[src/rtl/draw_pkg.sv]
// Shared widths, arbiter state encoding and the one-hot helper for the
// draw-port arbiter slice.
package draw_pkg;

   localparam int X_W   = 8;
   localparam int Y_W   = 7;
   localparam int COL_W = 3;
   localparam int MAX_N = 8;

   typedef enum logic [1:0] {
      S_IDLE    = 2'd0,
      S_GRANT   = 2'd1,
      S_RELEASE = 2'd2
   } state_t;

   // Wide enough for the largest supported requester count; callers truncate.
   function automatic logic [MAX_N-1:0] onehot(input logic [2:0] idx);
      onehot = MAX_N'(1) << idx;
   endfunction

endpackage

[src/rtl/draw_port_arbiter_rr_pick.sv]
// Combinational round-robin selector: first set request bit at or after ptr,
// wrapping modulo N.
module rr_pick #(
   parameter int N     = 4,
   parameter int PTR_W = 2
) (
   input  logic [N-1:0]     req,
   input  logic [PTR_W-1:0] ptr,
   output logic [PTR_W-1:0] sel,
   output logic             any
);

   logic [N-1:0] rot;
   int           pos;

   // Rotate so that bit 0 is the requester under the pointer.
   assign rot = N'({req, req} >> ptr);

   always_comb begin
      sel = '0;
      any = 1'b0;
      pos = 0;
      for (int k = 0; k < N; k++) begin
         if (!any && rot[k]) begin
            any = 1'b1;
            pos = int'(ptr) + k;
            if (pos >= N) pos = pos - N;
            sel = PTR_W'(pos);
         end
      end
   end

endmodule

[src/rtl/draw_port_arbiter.sv]
// Round-robin owner of the VGA plot port: one requester holds the port for a
// whole burst, pixels are registered, and a watchdog reclaims stalled bursts.
module draw_port_arbiter
   import draw_pkg::*;
#(
   parameter int N         = 4,
   parameter int PTR_W     = 2,
   parameter int MAX_STALL = 1023,
   parameter int STALL_W   = 10
) (
   input  logic               clk,
   input  logic               resetn,
   input  logic [N-1:0]       req,
   input  logic [N-1:0]       pix_valid,
   input  logic [N-1:0]       done,
   input  logic [X_W*N-1:0]   x_in,
   input  logic [Y_W*N-1:0]   y_in,
   input  logic [COL_W*N-1:0] col_in,
   output logic [N-1:0]       gnt,
   output logic               draw_enable,
   output logic [X_W-1:0]     x_out,
   output logic [Y_W-1:0]     y_out,
   output logic [COL_W-1:0]   col_out,
   output logic               busy,
   output logic               stall_err
);

   state_t               state, state_d;
   logic [PTR_W-1:0]     ptr;
   logic [PTR_W-1:0]     owner;
   logic [PTR_W-1:0]     sel;
   logic                 any;
   logic [STALL_W-1:0]   stall_cnt;

   logic                 own_req, own_pix, own_done;
   logic                 stall_hit, leave, force_rel, fwd;
   logic [X_W-1:0]       x_sel;
   logic [Y_W-1:0]       y_sel;
   logic [COL_W-1:0]     col_sel;

   rr_pick #(
      .N     (N),
      .PTR_W (PTR_W)
   ) u_pick (
      .req (req),
      .ptr (ptr),
      .sel (sel),
      .any (any)
   );

   always_comb begin
      own_req  = req[owner];
      own_pix  = pix_valid[owner];
      own_done = done[owner];
      x_sel    = x_in[int'(owner)*X_W +: X_W];
      y_sel    = y_in[int'(owner)*Y_W +: Y_W];
      col_sel  = col_in[int'(owner)*COL_W +: COL_W];
   end

   // A stall fires on the MAX_STALL-th consecutive granted cycle without a pixel.
   assign stall_hit = !own_pix && (stall_cnt == STALL_W'(MAX_STALL - 1));
   assign fwd       = (state == S_GRANT) && own_pix;
   assign busy      = (state == S_GRANT) || (state == S_RELEASE);

   always_comb begin
      state_d   = state;
      leave     = 1'b0;
      force_rel = 1'b0;
      case (state)
         S_IDLE: begin
            if (any) state_d = S_GRANT;
         end
         S_GRANT: begin
            // done outranks an abandoned request, which outranks the watchdog.
            if (own_done || !own_req) begin
               leave = 1'b1;
            end else if (stall_hit) begin
               leave     = 1'b1;
               force_rel = 1'b1;
            end
            if (leave) state_d = S_RELEASE;
         end
         S_RELEASE: state_d = S_IDLE;
         default:   state_d = S_IDLE;
      endcase
   end

   // Stage boundary: control registers (state, ownership, pointer, watchdog)
   always_ff @(posedge clk or negedge resetn) begin
      if (!resetn) begin
         state     <= S_IDLE;
         owner     <= '0;
         ptr       <= '0;
         gnt       <= '0;
         stall_cnt <= '0;
         stall_err <= 1'b0;
      end else begin
         state <= state_d;
         case (state)
            S_IDLE: begin
               if (any) begin
                  owner     <= sel;
                  gnt       <= N'(onehot(3'(sel)));
                  stall_cnt <= '0;
               end
            end
            S_GRANT: begin
               if (own_pix) stall_cnt <= '0;
               else         stall_cnt <= stall_cnt + STALL_W'(1);
               if (leave) begin
                  gnt <= '0;
                  ptr <= (owner == PTR_W'(N - 1)) ? '0 : owner + PTR_W'(1);
               end
               if (force_rel) stall_err <= 1'b1;
            end
            default: ;
         endcase
      end
   end

   // Stage boundary: registered pixel path to the VGA adapter
   always_ff @(posedge clk or negedge resetn) begin
      if (!resetn) begin
         draw_enable <= 1'b0;
         x_out       <= '0;
         y_out       <= '0;
         col_out     <= '0;
      end else begin
         draw_enable <= fwd;
         if (fwd) begin
            x_out   <= x_sel;
            y_out   <= y_sel;
            col_out <= col_sel;
         end
      end
   end

endmodule

[config.mk]
export PLATFORM = sky130hd
export DESIGN_NAME = draw_port_arbiter
export DESIGN_NICKNAME = d
export VERILOG_FILES = /design/src/rtl/draw_pkg.sv /design/src/rtl/draw_port_arbiter_rr_pick.sv /design/src/rtl/draw_port_arbiter.sv
export SDC_FILE = /design/constraint.sdc
export NUM_CORES = 1
export LEC_CHECK = 0
export ABC_AREA = 1
export CAP_MARGIN = 40
export CORE_MARGIN = 3
export CORE_UTILIZATION = 35
export CTS_BUF_LIST = sky130_fd_sc_hd__clkbuf_16
export CTS_CLUSTER_DIAMETER = 100
export DETAILED_ROUTE_END_ITERATION = 12
export HOLD_SLACK_MARGIN = 0.06
export PLACE_DENSITY = 0.76
export SYNTH_ARGS = -nofsm -noshare
export SYNTH_HDL_FRONTEND = slang
export SYNTH_SLANG_ARGS = --single-unit
[constraint.sdc]
create_clock -name clk -period 2.3 [get_ports clk]
set_clock_uncertainty 0.15 [all_clocks]
set_input_delay 0.345 -clock clk [delete_from_list [all_inputs] [get_ports clk]]
set_output_delay 0.345 -clock clk [all_outputs]
set_load 0.05 [all_outputs]
==> summary.md <==
| Metric | Value |
|---|---|
| Ys async rst share | `1.000` |
| Setup bufs post-CTS | `0` |
| Status | `complete, no violations` |
| Post-Route Setup TNS | `0 ns` |
| Area contributors post-synth | `dfrtp_1, nand2_1, o21ai_0` |
| Initial antenna violation count | `0` |
| Pin count of the biggest net entering global routing | `41` |
| Largest area contributor in the netlist | `dfrtp_1` |
| Inst Count DP | `586` |
| Seq/Total Area, Yosys | `0.3687` |
| Max Cap Viol | `0` |
| Data arrival time of the worst path | `~2.0 ns` |
| Initial DRC count | `between 100 and 150` |
| Drt wl/cell | `between 10 and 15 um` |
| Via count | `approximately 3000` |
| Worst Setup End Kind | `flop` |
| First-pass GRT wire length | `~14000 um` |
| Register bit count reported by yosys | `40` |
| Min Tclk post-route | `1.991 ns` |
| Ys flop type | `dfrtp_1` |
| Leakage power total | `around 1.8 nW` |
| # diodes | `0` |
| Number of global-route vias before repair | `2947` |
| Mapped Area | `~2700 um^2` |
| DP HPWL | `~6100 um` |
| Layout Nets | `~590` |
| Rel. slew slack | `0.6435` |
| Worst Hold Class | `flop to flop` |
| Most numerous cell in the Yosys netlist | `nand2_1` |
| Setup violations, final | `0` |
| Pwr Density | `1279 nW/um^2` |
| Max stage delay on crit path | `0.39 ns` |
| Vias per Instance | `4.993` |
| Path depth of the worst reg2reg path | `8` |
| Gr ovfl total | `0` |
| Worst-skew pair later-pin latency | `0.28 ns` |
| Core area | `around 7400 um^2` |
| Critical Path RT | `between 2 and 2.5 ns` |
| CP cell instances | `inv_1, ha_1, inv_1, or2_2, nand2_4, nand2_2, nand2_1, nand2_1` |
| Port-buffer cells | `110` |
| Top cell type's share of synthesized area | `0.3687` |
| Unrepaired setup endpoints after global routing | `no` |
| Die area | `8850 um^2` |
| Worst Tran Pin Value | `between 0.5 and 0.6 ns` |
| Total Routed Length | `8244 um` |
| Post-DRT Antenna Nets | `0` |
| First-pass DRT Iterations | `4` |
| Tcrit/Tclk final | `0.8656` |
| CTS tree | `built` |
| FF-to-FF End | `gnt[1]$_DFFE_PN0P_` |
| Filler Cells Inserted | `710` |
| FP Rows | `31` |
| Critical Path Fanout Max | `15` |
| Final Max Slew Viols | `0` |
| Final hold slack | `~0.32 ns` |
| Fin util | `0.5470` |
| Synth warnings | `0` |
| Setup crit start kind | `flop` |
| Final Non-Filler Cells | `just under 600` |
| Fin. Hold Viols | `0` |
| Cells after synthesis | `390` |
| Root Driver | `clkbuf_16` |
| Synth-to-Final Area Change | `48.48%` |
| Total power | `5.157 mW` |
| Die width | `94.08 um` |
| Crit Path Class | `flop to flop` |
| Worst setup path startpoint | `state[1]$_DFFE_PN0P_` |
| Slowest CP cell | `or2_2` |
| CP endpoint | `gnt[1]$_DFFE_PN0P_` |
| Synth cell types | `32` |
| Worst r2r src | `state[1]$_DFFE_PN0P_` |
| Gpl congestion | `~0.87` |
| R2R Setup Slk | `between 0.3 and 0.4 ns` |
| CTS H-tree lvls | `2` |
| EDFF count, synth | `0` |
| Clk buf depth | `2` |
| Layout cells sized above 1 | `0.08669` |
| Fmax | `502.3 MHz` |
| Initial core utilization | `0.3684` |
| Global Route Usage Sum | `0.1958` |
| Peak VDD IR | `about 0.00066 V` |
| Clock Pin Slew Worst Setup and Hold Paths | `roughly 0.06 ns` |
| # IOs | `111` |
| Num CTS Buffers | `5` |
| Post-route DRC violation count | `0` |
| Syn Nets | `slightly below 500` |
| CTS sink cnt | `40` |
| Synth cell count leaders | `nand2_1, nor2_1, o21ai_0` |
| Syn Area/Cell | `6.962 um^2` |
| Die Y | `about 94 um` |
[through the flow]
stage               area [um^2]  setup slack [ns]
global placement           3882            0.1764
global route               4031            0.1734
floorplan                  2715            0.5918
finish                     4031            0.3091
detailed placement         3882            0.1067
CTS                        4031            0.3139
[worst min-delay path by stage]
stage | cells after the start | from | slack (ns) | to
4_1_cts | 2 | x_out[5]$_DFFE_PN0P_ | 0.33 | x_out[5]$_DFFE_PN0P_
3_3_place_gp | 2 | resetn | 0.18 | x_out[0]$_DFFE_PN0P_
6_report | 2 | x_out[5]$_DFFE_PN0P_ | 0.32 | x_out[5]$_DFFE_PN0P_
5_1_grt | 2 | col_out[1]$_DFFE_PN0P_ | 0.34 | col_out[1]$_DFFE_PN0P_
2_1_floorplan | 0 | resetn | -0.10 | col_out[0]$_DFFE_PN0P_
3_5_place_dp | 2 | resetn | 0.18 | x_out[0]$_DFFE_PN0P_
[layer usage]
| metal | wire length, um | share of wire | GRT usage |
|---|---|---|---|
| met2 | 4080 | 0.49 | 0.3477 |
| met4 | 174 | 0.021 | 0.06258 |
| met1 | 3501 | 0.42 | 0.2339 |
| met5 | 0 | 0 | 0 |
| met3 | 488 | 0.059 | 0.04247 |
[what timing repair did]
| action | in CTS | in global routing |
|---|---|---|
| hold buffers | 1 | 0 |
| endpoints found under the hold margin | 40 | 0 |
| gates resized for setup | 0 | 0 |
| endpoints found under the setup margin | 0 | 0 |
[placed cells by master, fill, tap and decap left out, types with 2 or more instances in the layout]
| master | count |
|---|---|
| nand3_1 | 24 |
| xor2_1 | 7 |
| nand2_2 | 9 |
| nor3_1 | 10 |
| dfrtp_1 | 40 |
| clkbuf_16 | 5 |
| nand2_4 | 3 |
| xnor2_1 | 2 |
| clkinv_2 | 2 |
| clkdlybuf4s50_1 | 108 |
| inv_2 | 5 |
| buf_4 | 8 |
| nor2_1 | 52 |
| ha_1 | 5 |
| nand4_1 | 3 |
| o22ai_1 | 18 |
| o21ai_2 | 4 |
| nand2_1 | 119 |
| inv_1 | 17 |
| o21ai_0 | 42 |
[critical path, delay by kind of cell, from the launching register on]
family / cells / cell delay [ns]
flops: 1 / 0.38
fa+ha+maj: 1 / 0.29
simple gates: 5 / 0.81
buf+inv: 2 / 0.25
[where the power goes]
group / switching (mW) / leakage, nW / internal, mW
registers: 0.194 / 0.519 / 0.950
clock network: 0.273 / 0.0710 / 0.394
logic: 2.23 / 1.22 / 1.12
total: 2.70 / 1.81 / 2.46
[cell type report]
| cell class | instances | area [um^2] | share of cell area |
|---|---|---|---|
| tap | 99 | 123.9 | 0.03073 |
| clock buffer | 5 | 125.1 | 0.03104 |
| clock inverter | 3 | 13.76 | 0.003414 |
| timing repair buffer | 119 | 1176 | 0.2917 |
| multi-input combinational | 306 | 1500 | 0.3721 |
| inverter | 23 | 91.34 | 0.02266 |
| sequential | 40 | 1001 | 0.2483 |
[cell families after synthesis]
family | Yosys count | share of synthesized area
adders and majority gates | 5 | 0.02304
and+or+nand+nor | 224 | 0.3544
AOI/OAI and AO/OA | 68 | 0.1461
DFF | 40 | 0.3687
buffers and inverters | 44 | 0.07880
xor gates and xnor gates | 9 | 0.02903
[sequential cells by signal (all words and copies together), names as in the netlist, 2 cells and up]
signal,flops
col_out,3
state,2
owner,2
stall_cnt,10
ptr,2
x_out,8
gnt,4
y_out,7
No activity file was read; power rests on OpenSTA's default activity.
